===== src/rtl/dpram_port_arbiter.sv =====
// Round-robin req/ack arbiter sharing one port of a 128x8 dual-port RAM between two requesters.
// Optional post-reset zero-fill of the RAM when DPRAM_ARB_CLEAR_EN is defined.
module dpram_port_arbiter #(
  parameter int                ADDR_W      = 7,
  parameter int                DATA_W      = 8,
  parameter logic [DATA_W-1:0] CLEAR_VALUE = '0
) (
  input  logic              clk,
  input  logic              reset,
  output logic              ready,
  input  logic              r0_req,
  input  logic              r0_we,
  input  logic [ADDR_W-1:0] r0_addr,
  input  logic [DATA_W-1:0] r0_wdata,
  output logic              r0_ack,
  output logic              r0_rvalid,
  output logic [DATA_W-1:0] r0_rdata,
  input  logic              r1_req,
  input  logic              r1_we,
  input  logic [ADDR_W-1:0] r1_addr,
  input  logic [DATA_W-1:0] r1_wdata,
  output logic              r1_ack,
  output logic              r1_rvalid,
  output logic [DATA_W-1:0] r1_rdata,
  output logic [ADDR_W-1:0] ram_addr,
  output logic              ram_wren,
  output logic              ram_byteena,
  output logic [DATA_W-1:0] ram_data,
  input  logic [DATA_W-1:0] ram_q
);

  typedef enum logic [1:0] {ST_CLEAR, ST_FIN, ST_RUN} state_t;

`ifdef DPRAM_ARB_CLEAR_EN
  localparam state_t RESET_STATE = ST_CLEAR;
`else
  localparam state_t RESET_STATE = ST_RUN;
`endif

  localparam logic [ADDR_W-1:0] CNT_ONE = {{(ADDR_W-1){1'b0}}, 1'b1};

  state_t            state_q;
  logic [ADDR_W-1:0] cnt_q;
  logic              ready_q;
  logic              last_q;
  logic              ack0_q, ack1_q;
  logic              wren_q;
  logic [ADDR_W-1:0] addr_q;
  logic [DATA_W-1:0] data_q;
  logic              pipe_vld_q, pipe_id_q;
  logic              rv0_q, rv1_q;

  logic elig0_d, elig1_d, gnt0_d, gnt1_d, rd_issue_d;

  // A requester just acked is masked so its still-held req is not issued twice.
  assign elig0_d    = r0_req & ~ack0_q;
  assign elig1_d    = r1_req & ~ack1_q;
  assign gnt0_d     = (state_q == ST_RUN) & elig0_d & (~elig1_d | last_q);
  assign gnt1_d     = (state_q == ST_RUN) & elig1_d & (~elig0_d | ~last_q);
  assign rd_issue_d = (gnt0_d & ~r0_we) | (gnt1_d & ~r1_we);

  always_ff @(posedge clk or posedge reset) begin
    if (reset) begin
      state_q    <= RESET_STATE;
      cnt_q      <= '0;
      ready_q    <= 1'b0;
      last_q     <= 1'b1;
      ack0_q     <= 1'b0;
      ack1_q     <= 1'b0;
      wren_q     <= 1'b0;
      addr_q     <= '0;
      data_q     <= '0;
      pipe_vld_q <= 1'b0;
      pipe_id_q  <= 1'b0;
      rv0_q      <= 1'b0;
      rv1_q      <= 1'b0;
    end else begin
      ack0_q     <= gnt0_d;
      ack1_q     <= gnt1_d;
      // RAM samples at the end of the ack cycle; ram_q is valid one cycle later.
      pipe_vld_q <= rd_issue_d;
      pipe_id_q  <= gnt1_d;
      rv0_q      <= pipe_vld_q & ~pipe_id_q;
      rv1_q      <= pipe_vld_q & pipe_id_q;
      case (state_q)
        ST_CLEAR: begin
          wren_q <= 1'b1;
          addr_q <= cnt_q;
          data_q <= CLEAR_VALUE;
          cnt_q  <= cnt_q + CNT_ONE;
          if (cnt_q == '1) state_q <= ST_FIN;
        end
        ST_FIN: begin
          wren_q  <= 1'b0;
          ready_q <= 1'b1;
          state_q <= ST_RUN;
        end
        default: begin
          ready_q <= 1'b1;
          if (gnt0_d) begin
            addr_q <= r0_addr;
            data_q <= r0_wdata;
            wren_q <= r0_we;
            last_q <= 1'b0;
          end else if (gnt1_d) begin
            addr_q <= r1_addr;
            data_q <= r1_wdata;
            wren_q <= r1_we;
            last_q <= 1'b1;
          end else begin
            wren_q <= 1'b0;
          end
        end
      endcase
    end
  end

  assign ready       = ready_q;
  assign r0_ack      = ack0_q;
  assign r1_ack      = ack1_q;
  assign r0_rvalid   = rv0_q;
  assign r1_rvalid   = rv1_q;
  assign r0_rdata    = rv0_q ? ram_q : '0;
  assign r1_rdata    = rv1_q ? ram_q : '0;
  assign ram_addr    = addr_q;
  assign ram_wren    = wren_q;
  assign ram_byteena = 1'b1;
  assign ram_data    = data_q;

endmodule


===== config.mk =====
export PLATFORM = sky130hd
export DESIGN_NAME = dpram_port_arbiter
export DESIGN_NICKNAME = d
export VERILOG_FILES = /design/src/rtl/dpram_port_arbiter.sv
export SDC_FILE = /design/constraint.sdc
export NUM_CORES = 1
export LEC_CHECK = 0
export CAP_MARGIN = 20
export CORE_AREA = 2 2 70 72
export CTS_CLUSTER_DIAMETER = 120
export DETAILED_ROUTE_END_ITERATION = 6
export DIE_AREA = 0 0 72 74
export PLACE_DENSITY = 0.73
export SYNTH_ARGS = -nofsm -noshare
export SYNTH_HDL_FRONTEND = slang
export SYNTH_SLANG_ARGS = --single-unit

===== constraint.sdc =====
create_clock -name clk -period 1.6 [get_ports clk]
set_input_delay 0.16 -clock clk [delete_from_list [all_inputs] [get_ports clk]]
set_output_delay 0.16 -clock clk [all_outputs]
set_load 0.02 [all_outputs]

==> impl_metrics.py <==
metrics = {
    "run_status": {
        "status": "finished, final reports clean",
    },
    "yosys": {
        "synth_cell_types": 31,
        "seq_area_frac_synth": 0.527,
        "synth_area_leader_cell": "dfrtp_1",
        "ys_seq_elements": 32,
        "synth_nets": 181,
        "async_flop_share": 1.00,
        "netlist_instances": 136,
        "synthFlopType": "dfrtp_1",
        "synth.cell_area_um2": 1530,
        "synth_edf_count": 0,
        "syn_area_per_cell_um2": 11.2,
        "yosysTopAreaCellShare": 0.492,
        "yosys_warnings": 0,
        "ys_top_cells_by_area": "dfrtp_1 49%, and2_1 7.0%, a221o_1 5.9%, mux2i_1 4.6%, dfstp_2 3.4%",
    },
    "worst_setup_path": {
        "reg2reg_slack_ns": 0.06,
        "slowest_stage": "dfstp_2",
        "endpoint_kind": "register",
        "cp-start-kind": "register",
        "required_ns": 1.77,
        "crit_chain": "nand2b_4, nor3_4, nor2_2, buf_6, a221o_1",
        "path_delay_family": "flip-flops",
        "critPathBufInv": 1,
        "arrival_ns": 1.71,
        "worstPathMaxFanout": 9,
        "crit_type": "reg2reg",
        "cp_slowest_stage_delay_ns": 0.57,
    },
    "routing": {
        "drt-wirelength-per-cell_um": 14.0,
        "route.detailed.drc": 0,
        "vias_per_cell": 4.81,
        "via_count": 1362,
        "drt_iter0_drc": 55,
        "ant_nets": 0,
        "drtPass1Iterations": 4,
        "wirelength_um": 3960,
    },
    "floorplan": {
        "die_h_um": 74,
        "die_x_um": 72,
        "num_io_pins": 82,
        "placementRows": 25,
        "initial_core_util": 0.332,
        "die_area_um2": 5330,
        "core_um2": 4600,
    },
    "global_routing": {
        "overflow": 0,
        "grt_first_pass_wirelength_um": 6650,
        "grt_max_degree": 21,
        "grt_pass1_vias": 1461,
        "antenna_found_initial": 0,
        "grt_usage": 0.164,
    },
    "finish": {
        "drive_above_1_share": 0.127,
        "n_fill_cell": 406,
        "n_antenna_cell": 0,
        "multiInputGateArea_um2": 662,
        "register_area_um2": 806,
        "nets": 273,
        "area_growth_pct": 71.0,
        "instances_no_fill": 283,
    },
    "cts": {
        "clkTransAtPathRegs_ns": 0.07,
        "cts_tree": "built",
        "clockBufferDepth": 2,
        "worstSkewPairLatency_ns": 0.29,
        "numCtsBuffers": 5,
        "cts_sinks": 32,
        "ctsHtreeMaxLevel": 2,
        "cts_root_buf": "clkbuf_8",
    },
    "sta": {
        "skew_ns": 0.00742,
        "timing.fmax_mhz": 648,
        "slew_violations": 0,
        "rsz0062_at_grt": "true",
        "min_period_over_period": 0.964,
        "finalSetupViolations": 0,
        "period_minus_slack_ns": 1.54,
        "hold_viol": 0,
    },
    "placement": {
        "numPortBuffers": 80,
        "dp_cells": 272,
        "gp_congestion": 0.705,
        "place_hpwl_um": 2940,
    },
    "power_and_ir_drop": {
        "peakVddDrop_mv": 0.546,
        "total_power_mw": 1.80,
        "power_density_nw_per_um2": 691,
        "p_leak_nw": 1.32,
    },
    "min_path": {
        "hold_class": "in2async",
    },
    "run": {
        "timing.max_cap.violations": 0,
    },
}
[cells in the mapped netlist, drive strengths merged (3+ instances only)]
cell type  number
inv             3
nand2          13
buf             6
a221o           9
o211ai          7
dfrtp          30
and2           17
and3            8
nor2            4
mux2i           7
nand3           7
xnor2           4
nand2b          4
[through the flow]
step / setup WS, ns / area [um2] / setup TNS (ns) / util / hold slack, ns
after floorplan: 0.0652 / 1530 / 0 / - / 0.259
after global placement: -0.0301 / 2420 / -0.228 / 0.527 / 0.451
after detailed placement: -0.0779 / 2420 / -0.674 / 0.527 / 0.463
after CTS: 0.000300 / 2540 / 0 / 0.553 / 0.172
after global routing: -0.0353 / 2610 / -0.147 / 0.567 / 0.221
final: 0.0574 / 2610 / 0 / 0.567 / 0.163
[cell families (layout without fill, tap and decap cells)]
group / count (synthesis) / count (layout) / synth area share
and+or+nand+nor: 59 / 59 / 0.226
DFF: 32 / 32 / 0.527
AOI/OAI and AO/OA: 20 / 20 / 0.117
buffers and inverters: 10 / 103 / 0.0394
muxes: 7 / 7 / 0.0459
xor gates and xnor gates: 6 / 6 / 0.0345
adders and majority gates: 1 / 1 / 0.00820
other: 1 / 1 / 0.00246
[repair_timing]
item,4_1_cts,5_1_grt
setup buffers,0,2
gates cloned,0,1
pin swaps,0,2
hold buffers,0,0
resized for setup,10,9
endpoints found under the setup margin,16,23
[per-layer routing]
metal	part of all wire	wire length, um	global-route usage	vias up
li1	-	-	-	660
met1	0.41	1630	0.190	628
met2	0.49	1960	0.285	68
met3	0.078	309	0.0556	6
met4	0.016	62	0.0608	0
met5	0	0	0	-
[area by class of cell]
cell class	count	area share
clock inverter	1	0.0115
tap	54	0.0259
clock buffer	7	0.0369
sequential	32	0.309
inverter	3	0.00432
multi-input combinational	94	0.254
timing repair buffer	92	0.358
[placed cells by master, fill, tap and decap left out, types with 2 or more instances in the layout]
| cell type | Yosys | routed |
|---|---|---|
| dlygate4sd2_1 | 0 | 8 |
| xor2_1 | 2 | 2 |
| and3_1 | 8 | 8 |
| buf_4 | 1 | 9 |
| and2_1 | 17 | 17 |
| nand3_1 | 7 | 7 |
| clkdlybuf4s50_1 | 0 | 64 |
| dlymetal6s2s_1 | 0 | 8 |
| nand2_1 | 13 | 13 |
| mux2i_1 | 7 | 7 |
| nand4_1 | 2 | 2 |
| a221o_1 | 9 | 9 |
| xnor2_1 | 4 | 4 |
| dfrtp_1 | 30 | 28 |
| dfrtp_2 | 0 | 2 |
| nor2_1 | 3 | 3 |
| dfstp_2 | 2 | 2 |
| clkbuf_8 | 0 | 7 |
| inv_1 | 3 | 3 |
| o211ai_1 | 7 | 7 |
| nand2b_1 | 3 | 3 |
[report_power, final]
part	switching, mW	internal, mW
Clock	0.298	0.549
Sequential	0.00108	0.811
Combinational	0.0416	0.100
[state kept, by name (all words and copies together), names as in the netlist]
name,count
pipe_id_q,1
ram_wren,1
ram_addr,7
ram_data,8
pipe_vld_q,1
state_q,2
cnt_q,7
r1_rvalid,1
ready,1
r0_rvalid,1
r0_ack,1
last_q,1
[final timing paths]
kind / start / endpoint / cells past startpoint
min in group clk: last_q / last_q / 2
worst max-delay path: state_q[1] / ram_data[0] / 5
worst max register to register: state_q[1] / ram_data[0] / 5
worst min register to register: last_q / last_q / 2
max in group asynchronous: reset / cnt_q[0] / 3
worst min-delay path: reset / pipe_vld_q / 2
(Power assumes the default switching activity.)
